[src/rtl/vit_ctrl_pkg.sv]
// Shared types for the Viterbi sequencing controller: state encoding,
// stage-enable bundle and the per-state decode.
package vit_ctrl_pkg;

  typedef enum logic [3:0] {
    S_IDLE  = 4'd0,
    S_P1    = 4'd1,
    S_P2    = 4'd2,
    S_P3    = 4'd3,
    S_RUN   = 4'd4,
    S_FILL  = 4'd5,
    S_TRACE = 4'd6,
    S_FLUSH = 4'd7,
    S_DONE  = 4'd8,
    S_ERR   = 4'd9
  } state_t;

  typedef struct packed {
    logic ce;
    logic s;
    logic bm;
    logic acs;
    logic m;
    logic t;
  } stage_t;

  function automatic stage_t stage_of(input state_t st);
    stage_t r;
    r = '0;
    case (st)
      S_P1:    r = 6'b110000;
      S_P2:    r = 6'b111000;
      S_P3:    r = 6'b111100;
      S_RUN:   r = 6'b111110;
      S_FILL:  r = 6'b110010;
      S_TRACE: r = 6'b110011;
      S_FLUSH: r = 6'b000011;
      default: r = '0;
    endcase
    return r;
  endfunction

  function automatic logic busy_of(input state_t st);
    return !(st == S_IDLE || st == S_DONE || st == S_ERR);
  endfunction

endpackage

[src/rtl/vit_ctrl_cnt.sv]
// Saturating up-counter with clear and a terminal-count flag against a
// run-time limit; clear wins over increment, nothing moves while en=0.
module vit_ctrl_cnt #(
  parameter int W = 8
) (
  input  logic         clk,
  input  logic         rst,
  input  logic         en,
  input  logic         clr,
  input  logic         inc,
  input  logic [W-1:0] last,
  output logic         tc
);

  logic [W-1:0] cnt;

  assign tc = (cnt == last);

  // Holding at the limit keeps the count from wrapping inside a state.
  always_ff @(posedge clk) begin
    if (rst) begin
      cnt <= '0;
    end else if (en) begin
      if (clr) begin
        cnt <= '0;
      end else if (inc && !tc) begin
        cnt <= cnt + 1'b1;
      end
    end
  end

endmodule

[src/rtl/vit_seq_ctrl.sv]
// Viterbi decoder sequencing controller: Moore FSM that steps the pipeline
// through prime, sync search, memory fill, traceback and flush.
module vit_seq_ctrl
  import vit_ctrl_pkg::*;
#(
  parameter int TB_DEPTH = 8,
  parameter int FRAME_W  = 11,
  parameter int SYNC_TO  = 1024
) (
  input  logic               clk,
  input  logic               rst,
  input  logic               en,
  input  logic               i_start,
  input  logic               i_mode,
  input  logic [FRAME_W-1:0] i_frame_len,
  input  logic               i_sync,
  output logic               o_en_ce,
  output logic               o_en_s,
  output logic               o_en_bm,
  output logic               o_en_acs,
  output logic               o_en_m,
  output logic               o_en_t,
  output logic               o_busy,
  output logic               o_done,
  output logic               o_sync_err,
  output state_t             o_state
);

  localparam int TO_W = 16;
  localparam int FL_W = $clog2(TB_DEPTH + 1);
  localparam logic [TO_W-1:0] TO_LAST = TO_W'(SYNC_TO - 1);
  localparam logic [FL_W-1:0] FL_LAST = FL_W'(TB_DEPTH - 1);

  state_t             state_q;
  state_t             nxt;
  logic               mode_q;
  logic [FRAME_W-1:0] len_q;
  logic [FRAME_W-1:0] sym_last;
  stage_t             stg_q;
  logic               busy_q;
  logic               done_q;
  logic               err_q;
  logic               cnt_clr;
  logic               to_tc;
  logic               fl_tc;
  logic               sym_tc;
  logic               start_ok;

  // A zero length traces a single symbol.
  assign sym_last = (len_q == '0) ? '0 : len_q - 1'b1;
  assign start_ok = i_start && (state_q == S_IDLE || state_q == S_ERR);
  assign cnt_clr  = (nxt != state_q);

  always_comb begin
    nxt = state_q;
    case (state_q)
      S_IDLE:  if (i_start) nxt = S_P1;
      S_P1:    nxt = S_P2;
      S_P2:    nxt = S_P3;
      S_P3:    nxt = S_RUN;
      S_RUN:   if (i_sync) nxt = S_FILL;
               else if (to_tc) nxt = S_ERR;
      S_FILL:  if (fl_tc) nxt = S_TRACE;
      S_TRACE: if (mode_q && sym_tc) nxt = S_FLUSH;
      S_FLUSH: if (fl_tc) nxt = S_DONE;
      S_DONE:  nxt = S_IDLE;
      S_ERR:   if (i_start) nxt = S_P1;
      default: nxt = S_IDLE;
    endcase
  end

  // Outputs are registered from the next state so they track state_q exactly.
  always_ff @(posedge clk) begin
    if (rst) begin
      state_q <= S_IDLE;
      mode_q  <= 1'b0;
      len_q   <= '0;
      stg_q   <= '0;
      busy_q  <= 1'b0;
      done_q  <= 1'b0;
      err_q   <= 1'b0;
    end else if (en) begin
      state_q <= nxt;
      stg_q   <= stage_of(nxt);
      busy_q  <= busy_of(nxt);
      done_q  <= (nxt == S_DONE);
      err_q   <= (nxt == S_ERR);
      if (start_ok) begin
        mode_q <= i_mode;
        len_q  <= i_frame_len;
      end
    end
  end

  vit_ctrl_cnt #(.W(TO_W)) u_to_cnt (
    .clk  (clk),
    .rst  (rst),
    .en   (en),
    .clr  (cnt_clr),
    .inc  (state_q == S_RUN),
    .last (TO_LAST),
    .tc   (to_tc)
  );

  vit_ctrl_cnt #(.W(FL_W)) u_fl_cnt (
    .clk  (clk),
    .rst  (rst),
    .en   (en),
    .clr  (cnt_clr),
    .inc  (state_q == S_FILL || state_q == S_FLUSH),
    .last (FL_LAST),
    .tc   (fl_tc)
  );

  vit_ctrl_cnt #(.W(FRAME_W)) u_sym_cnt (
    .clk  (clk),
    .rst  (rst),
    .en   (en),
    .clr  (cnt_clr),
    .inc  (state_q == S_TRACE),
    .last (sym_last),
    .tc   (sym_tc)
  );

  assign o_en_ce    = stg_q.ce;
  assign o_en_s     = stg_q.s;
  assign o_en_bm    = stg_q.bm;
  assign o_en_acs   = stg_q.acs;
  assign o_en_m     = stg_q.m;
  assign o_en_t     = stg_q.t;
  assign o_busy     = busy_q;
  assign o_done     = done_q;
  assign o_sync_err = err_q;
  assign o_state    = state_q;

endmodule

[config.mk]
export PLATFORM = sky130hd
export DESIGN_NAME = vit_seq_ctrl
export DESIGN_NICKNAME = d
export VERILOG_FILES = /design/src/rtl/vit_ctrl_pkg.sv /design/src/rtl/vit_ctrl_cnt.sv /design/src/rtl/vit_seq_ctrl.sv
export SDC_FILE = /design/constraint.sdc
export NUM_CORES = 1
export LEC_CHECK = 0
export CORE_ASPECT_RATIO = 0.6
export CORE_MARGIN = 4
export CORE_UTILIZATION = 62
export CTS_CLUSTER_SIZE = 20
export DETAILED_ROUTE_END_ITERATION = 8
export PLACE_DENSITY = 0.85
export SLEW_MARGIN = 20
export SYNTH_ARGS = -nofsm -noshare
export SYNTH_HDL_FRONTEND = slang
export SYNTH_SLANG_ARGS = --single-unit
[constraint.sdc]
create_clock -name clk -period 11 [get_ports clk]
set_clock_uncertainty 0.1 [all_clocks]
set_input_delay 1.1 -clock clk [delete_from_list [all_inputs] [get_ports clk]]
set_output_delay 1.1 -clock clk [all_outputs]
set_load 0.05 [all_outputs]
==> impl_results.md, run 1 <==
- Final setup fails: 0
- Post CTS Setup Buffer Count: 0
- Initial core utilization: 67.0%
- Largest net degree at the start of global routing: 31
- Vias in the first global route: 2709
- Clock Path Buffers: 2
- FMAX: 249 MHz
- Sequential cell area: 1100 sq um
- WL final: 7.88 mm
- Root Driver: clkbuf_8
- Initial antenna violation count: 0
- Per-cell routed wire length: 16.8 um
- Seq pwr share: 48.3%
- CTS tree: done
- Status: complete, no violations
- Sequential area share after synthesis: 34.4%
- Nets: 426
- CTS H-tree lvls: 2
- Die Area: 6410 sq um
- Pwr Density: 125 nW/um^2
- Switching share of power: 31.7%
- Post-cts resize count: 0
- Area Overhead vs Synth: 10.8%
- Worst ir drop on vdd: 0.102 mV
- DIE HEIGHT: 63.7 um
- Final Critical Period: 4.01 ns
- Pint: 303 uW
- Total grt overflow: 0
- First-pass GRT wire length: 13.2 mm
- LEAKAGE: 0.00128 uW
- Clk sinks: 55
- Sw Pwr: 140 uW
- FF+latch count, synth: 55
- Netlist cell types: 62
- Initial DRC count: 241
- Via count: 3066
- Async set-reset flop share out of synthesis: 0%
- Post-synth EDFFs: 0
- Post-synth top flop: dfxtp_1
- Cell Rows: 19
- Gate power share: 24.1%
- Share of cells above drive strength 1: 3.45%
- Post-route DRC violation count: 0
- Gpl congestion: 0.968
- Hold-fix buffers, CTS: 0
- Startpoint types: register
- Synth Area per Inst: 8.06 sq um
- Total CTS buffers: 5
- Share of the cycle needed by the critical path after routing: 36.5%
- Worst endpoint data arrival time: 4.12 ns
- Slew headroom: 28.1%
- Final hold vios: 0
- Worst hold path type: register to register
- Crit end category: register
- Remaining antenna violation count: 0
- Final Util: 74.2%
- Synth Warn #: 0
- # diodes: 0
- WP data required: 11.10 ns
- Clock share of power: 27.6%
- Layout fillers: 386
- Multi-input logic area: 1950 sq um
- Clk slew on worst S/H paths: 0.09 ns
- Detailed-placement wirelength estimate: 5.68 mm
- Worst-path fanout max: 26
- Sum Neg Setup Slack: 0 ns
- Die W: 101 um
- Core Area: 4780 sq um
- Critical path class: register to register
- Commonest non-fill, non-tap cells in the layout: 61 x nor2_1, 55 x dfxtp_1, 29 x clkdlybuf4s50_1
- Clk_lat worst skew: 0.31 ns
- I/O pins: 30
- Syn Inst Count: 397
- Max cap viols: 0
- IO Port Bufs: 29
- Worst Max-Slew Pin Slew: 1.08 ns
- Commonest non-fill, non-tap cell in the layout: nor2_1
- Router iterations before antenna repair: 6
- Slew Limit Fails: 0
- Synthesized area: 3200 sq um
- RSZ-0062 raised after global routing: no
- Syn Nets: 418
- Gr usage total: 25.3%
- Worst reg-to-reg setup slack: 6.99 ns
- Post-DR vias/cell: 6.54
registers in the layout, indices dropped and copies added (netlist names):
register / count
o_en_bm: 1
o_sync_err: 1
o_busy: 1
o_done: 1
o_en_acs: 1
len_q: 11
u_fl_cnt.cnt: 4
o_en_ce: 1
o_state: 4
o_en_t: 1
o_en_m: 1
u_to_cnt.cnt: 16
u_sym_cnt.cnt: 11
mode_q: 1
worst paths after layout:
kind                                from                to  cells after the start
worst max-delay path            len_q[0]  u_to_cnt.cnt[14]                     11
worst min-delay path              o_en_t            o_en_t                      2
worst max register to register  len_q[0]  u_to_cnt.cnt[14]                     11
worst min register to register    o_en_t            o_en_t                      2
layout make-up:
cell class / count / area share, %
inverter: 6 / 0.635
clock buffer: 8 / 2.82
sequential: 55 / 31.1
multi-input combinational: 308 / 55.1
tap: 63 / 2.22
timing repair buffer: 29 / 8.19
critical path, cell delays in order (launching register included):
cell       delay [ns]
dfxtp_1          0.39
inv_1            0.09
ha_1             0.32
or3b_2           0.54
nor4_1           0.28
o311ai_0         0.25
a2111oi_4        0.38
nand4_4          0.21
o31ai_1          0.39
a21o_1           0.70
or4_1            0.22
nand2_1          0.05
power by group through the flow:
stage          Sequential [uW]  Combinational (uW)  Clock (uW)
3_5_place_dp               218                 105           0
4_1_cts                    214                 105         124
3_3_place_gp               218                 103           0
5_1_grt                    215                 116         137
2_1_floorplan              223                75.5           0
6_report                   214                 107         122
metal layers:
metal | up-vias | GRT usage [%] | routed length [um]
met5 | - | 0 | 0
met3 | 23 | 5.29 | 653
met2 | 139 | 34.9 | 3200
met1 | 1423 | 38.7 | 3840
met4 | 0 | 7.56 | 189
li1 | 1481 | - | -
cells in the mapped netlist, types with 3 or more instances:
| cell | number | share of area [%] |
|---|---|---|
| xor2_1 | 6 | 1.6 |
| or4_1 | 11 | 2.6 |
| ha_1 | 4 | 1.6 |
| clkbuf_1 | 21 | 2.5 |
| o21a_1 | 4 | 0.94 |
| nor4_1 | 7 | 1.4 |
| a211oi_1 | 4 | 0.94 |
| or3_1 | 10 | 2.0 |
| inv_1 | 6 | 0.70 |
| nor2b_1 | 3 | 0.59 |
| nand4b_1 | 3 | 0.82 |
| a21oi_1 | 25 | 3.9 |
| dfxtp_1 | 55 | 34 |
| buf_1 | 3 | 0.35 |
| nand3_1 | 15 | 2.3 |
| nand2_1 | 28 | 3.3 |
| xnor2_1 | 14 | 3.8 |
| nand4_1 | 9 | 1.8 |
| nor2_1 | 61 | 7.2 |
| mux2i_1 | 13 | 4.1 |
| nor3_1 | 15 | 2.3 |
| o31ai_1 | 7 | 1.6 |
| a21o_1 | 5 | 1.2 |
| o31a_1 | 4 | 1.1 |
| nand3b_1 | 3 | 0.70 |
| o21ai_0 | 10 | 1.6 |
| o211ai_1 | 8 | 1.9 |
stage by stage:
stage          total power (uW)  std cells  hold slack [ns]  setup WS [ns]  cell area (sq um)
2_1_floorplan               298        397            0.352           7.51               3200
3_3_place_gp                321        461            0.354           6.98               3440
3_5_place_dp                323        461            0.358           6.83               3440
4_1_cts                     443        469            0.378           7.04               3540
5_1_grt                     467        469            0.410           6.64               3540
6_report                    443        469            0.379           6.99               3540
kinds of logic (layout without fill, tap and decap cells):
group	after synthesis	count (layout)	share of synthesized area, %
mux	13	13	4.07
compound gates	89	89	20.4
simple gates	182	182	29.4
flops	55	55	34.4
xor+xnor	20	20	5.47
buf+inv	34	43	4.61
fa+ha+maj	4	4	1.56
Power figures use the tool's default switching activity.
==> run 2, diff against run 1 <==
CORE_UTILIZATION = 57   (was 62)
PLACE_DENSITY = 0.79   (was 0.85)
clock period = 4.16 ns   (was 11 ns; I/O delays follow)
==> impl_results.md, run 2 (synthesis gave the netlist of run 1 again) <==
- Status: complete, no violations
- Startpoint types: register
- Largest net degree at the start of global routing: 31
- Core Area: 5260 sq um
- Cells on worst reg2reg path: 11
- Clk slew on worst S/H paths: 0.10 ns
- Final Critical Period: 3.87 ns
- Worst Max-Slew Pin Slew: 0.939 ns
- Post-route DRC violation count: 0
- Total grt overflow: 0
- Via count: 3014
- CP Cell Sequence: inv_1 -> ha_1 -> or3b_2 -> nor4_1 -> o311ai_0 -> a2111oi_4 -> nand4_4 -> o311ai_4 -> nand2_2 -> or4_1 -> a21oi_1
- Slew headroom: 37.4%
- Area Overhead vs Synth: 12.8%
- Initial DRC count: 270
- Reg2reg start: len_q[0]
- WP data required: 4.30 ns
- IO Port Bufs: 29
- Vias in the first global route: 2629
- LEAKAGE: 0.00132 uW
- Clk sinks: 55
- Pwr Density: 338 nW/um^2
- Root Driver: clkbuf_8
- Worst hold path type: register to register
- Slowest cell on the critical path: or3b_2
- WL final: 7.65 mm
- Crit end category: register
- Top flop regs: u_to_cnt.cnt x16, len_q x11, u_sym_cnt.cnt x11
- Share of the cycle needed by the critical path after routing: 92.9%
- FMAX: 259 MHz
- Remaining antenna violation count: 0
- Sum Neg Setup Slack: 0 ns
- Commonest non-fill, non-tap cell in the layout: nor2_1
- Clk_lat worst skew: 0.31 ns
- Post-DR vias/cell: 6.31
- RSZ-0062 raised after global routing: no
- Cell Rows: 20
- Gr usage total: 22.7%
- Biggest register: u_to_cnt.cnt
- Critical path class: register to register
- Max cap viols: 0
- First-pass GRT wire length: 12.8 mm
- Clock Path Buffers: 2
- R2R Path End: u_to_cnt.cnt[15]
- Share of cells above drive strength 1: 5.10%
- DIE HEIGHT: 66.0 um
- Slew Limit Fails: 0
- CTS tree: done
- Total CTS buffers: 5
- Router iterations before antenna repair: 5
- Hold depth: 2
- Post CTS Setup Buffer Count: 0
- Die Area: 6920 sq um
- Largest register FFs: 16
- Gpl congestion: 0.955
- Final Power: 1220 uW
- Worst ir drop on vdd: 0.232 mV
- Hold-fix buffers, CTS: 0
- CP max stage delay: 0.53 ns
- Commonest non-fill, non-tap cells in the layout: 61 x nor2_1, 55 x dfxtp_1, 29 x clkdlybuf4s50_1
- CTS H-tree lvls: 2
- Nets: 432
- Initial antenna violation count: 0
- Worst-path fanout max: 22
- Hold Crit Endpoint: o_en_m
- HP Start: o_en_m
- Per-cell routed wire length: 16.0 um
- Detailed-placement wirelength estimate: 5.58 mm
- Worst endpoint data arrival time: 4.01 ns
- Final hold vios: 0
- Die W: 105 um
- Initial core utilization: 60.9%
- Layout fillers: 442
- Post-cts resize count: 0
- # diodes: 0
- I/O pins: 30
- Worst reg-to-reg setup slack: 0.29 ns
- Final setup fails: 0
[run 2: cell types whose count changed in the layout (fill, tap and decap cells not counted)]
cell,previous run,this run
clkbuf_1,1,0
clkinv_2,0,1
bufinv_16,0,1
clkbuf_8,7,6
buf_4,0,6
[run 2: worst max-delay path by stage]
stage | from | end | depth (start not counted)
after floorplan | len_q[0] | u_to_cnt.cnt[13] | 14
after global placement | len_q[0] | u_to_cnt.cnt[11] | 10
after detailed placement | len_q[0] | u_to_cnt.cnt[15] | 11
after CTS | len_q[0] | u_to_cnt.cnt[15] | 11
after global routing | len_q[0] | u_sym_cnt.cnt[7] | 11
final | len_q[0] | u_to_cnt.cnt[15] | 11
[run 2: where the power goes]
part | switching [uW] | total (uW) | internal, uW
clock | 176 | 371 | 195
combinational | 171 | 283 | 112
sequential | 25.7 | 566 | 540
[run 2: per-layer routing]
| layer | up-vias | GRT usage [%] | routed length, um |
|---|---|---|---|
| li1 | 1487 | - | - |
| met1 | 1418 | 35.3 | 4060 |
| met2 | 102 | 31.5 | 3030 |
| met3 | 7 | 5.07 | 509 |
| met4 | 0 | 4.26 | 46 |
| met5 | - | 0 | 0 |
[run 2: cell type report]
| type | instances | area [sq um] | area share, % |
|---|---|---|---|
| Multi-Input combinational cell | 308 | 1950 | 54.1 |
| Timing Repair Buffer | 35 | 335 | 9.29 |
| Clock buffer | 6 | 82.6 | 2.29 |
| Clock inverter | 2 | 35.0 | 0.970 |
| Inverter | 6 | 22.5 | 0.624 |
| Tap cell | 66 | 82.6 | 2.29 |
| Sequential cell | 55 | 1100 | 30.5 |
[run 2: through the flow]
step                worst slack, ns  instances  area [sq um]  util [%]  hold WS [ns]
CTS                           0.343        478          3610      68.7         0.386
floorplan                     0.672        397          3200         -         0.352
global route                 0.0633        478          3610      68.7         0.405
detailed placement            0.371        470          3490      66.5         0.363
finish                        0.294        478          3610      68.7         0.383
global placement              0.459        470          3490      66.5         0.358
[run 2: critical path, delay by kind of cell (launching register included)]
kind                     cells  cell delay [ns]
AND/OR/NAND/NOR              5             1.81
AO/OA/AOI/OAI                4             1.12
adder cells (fa/ha/maj)      1             0.29
flip-flops                   1             0.39
buffers and inverters        1             0.09
==> run 3, diff against run 2 <==
TNS_END_PERCENT = 20   (was not set)
==> results of run 3 <==
The final DEF is identical to that of run 2; final timing and power are the same.
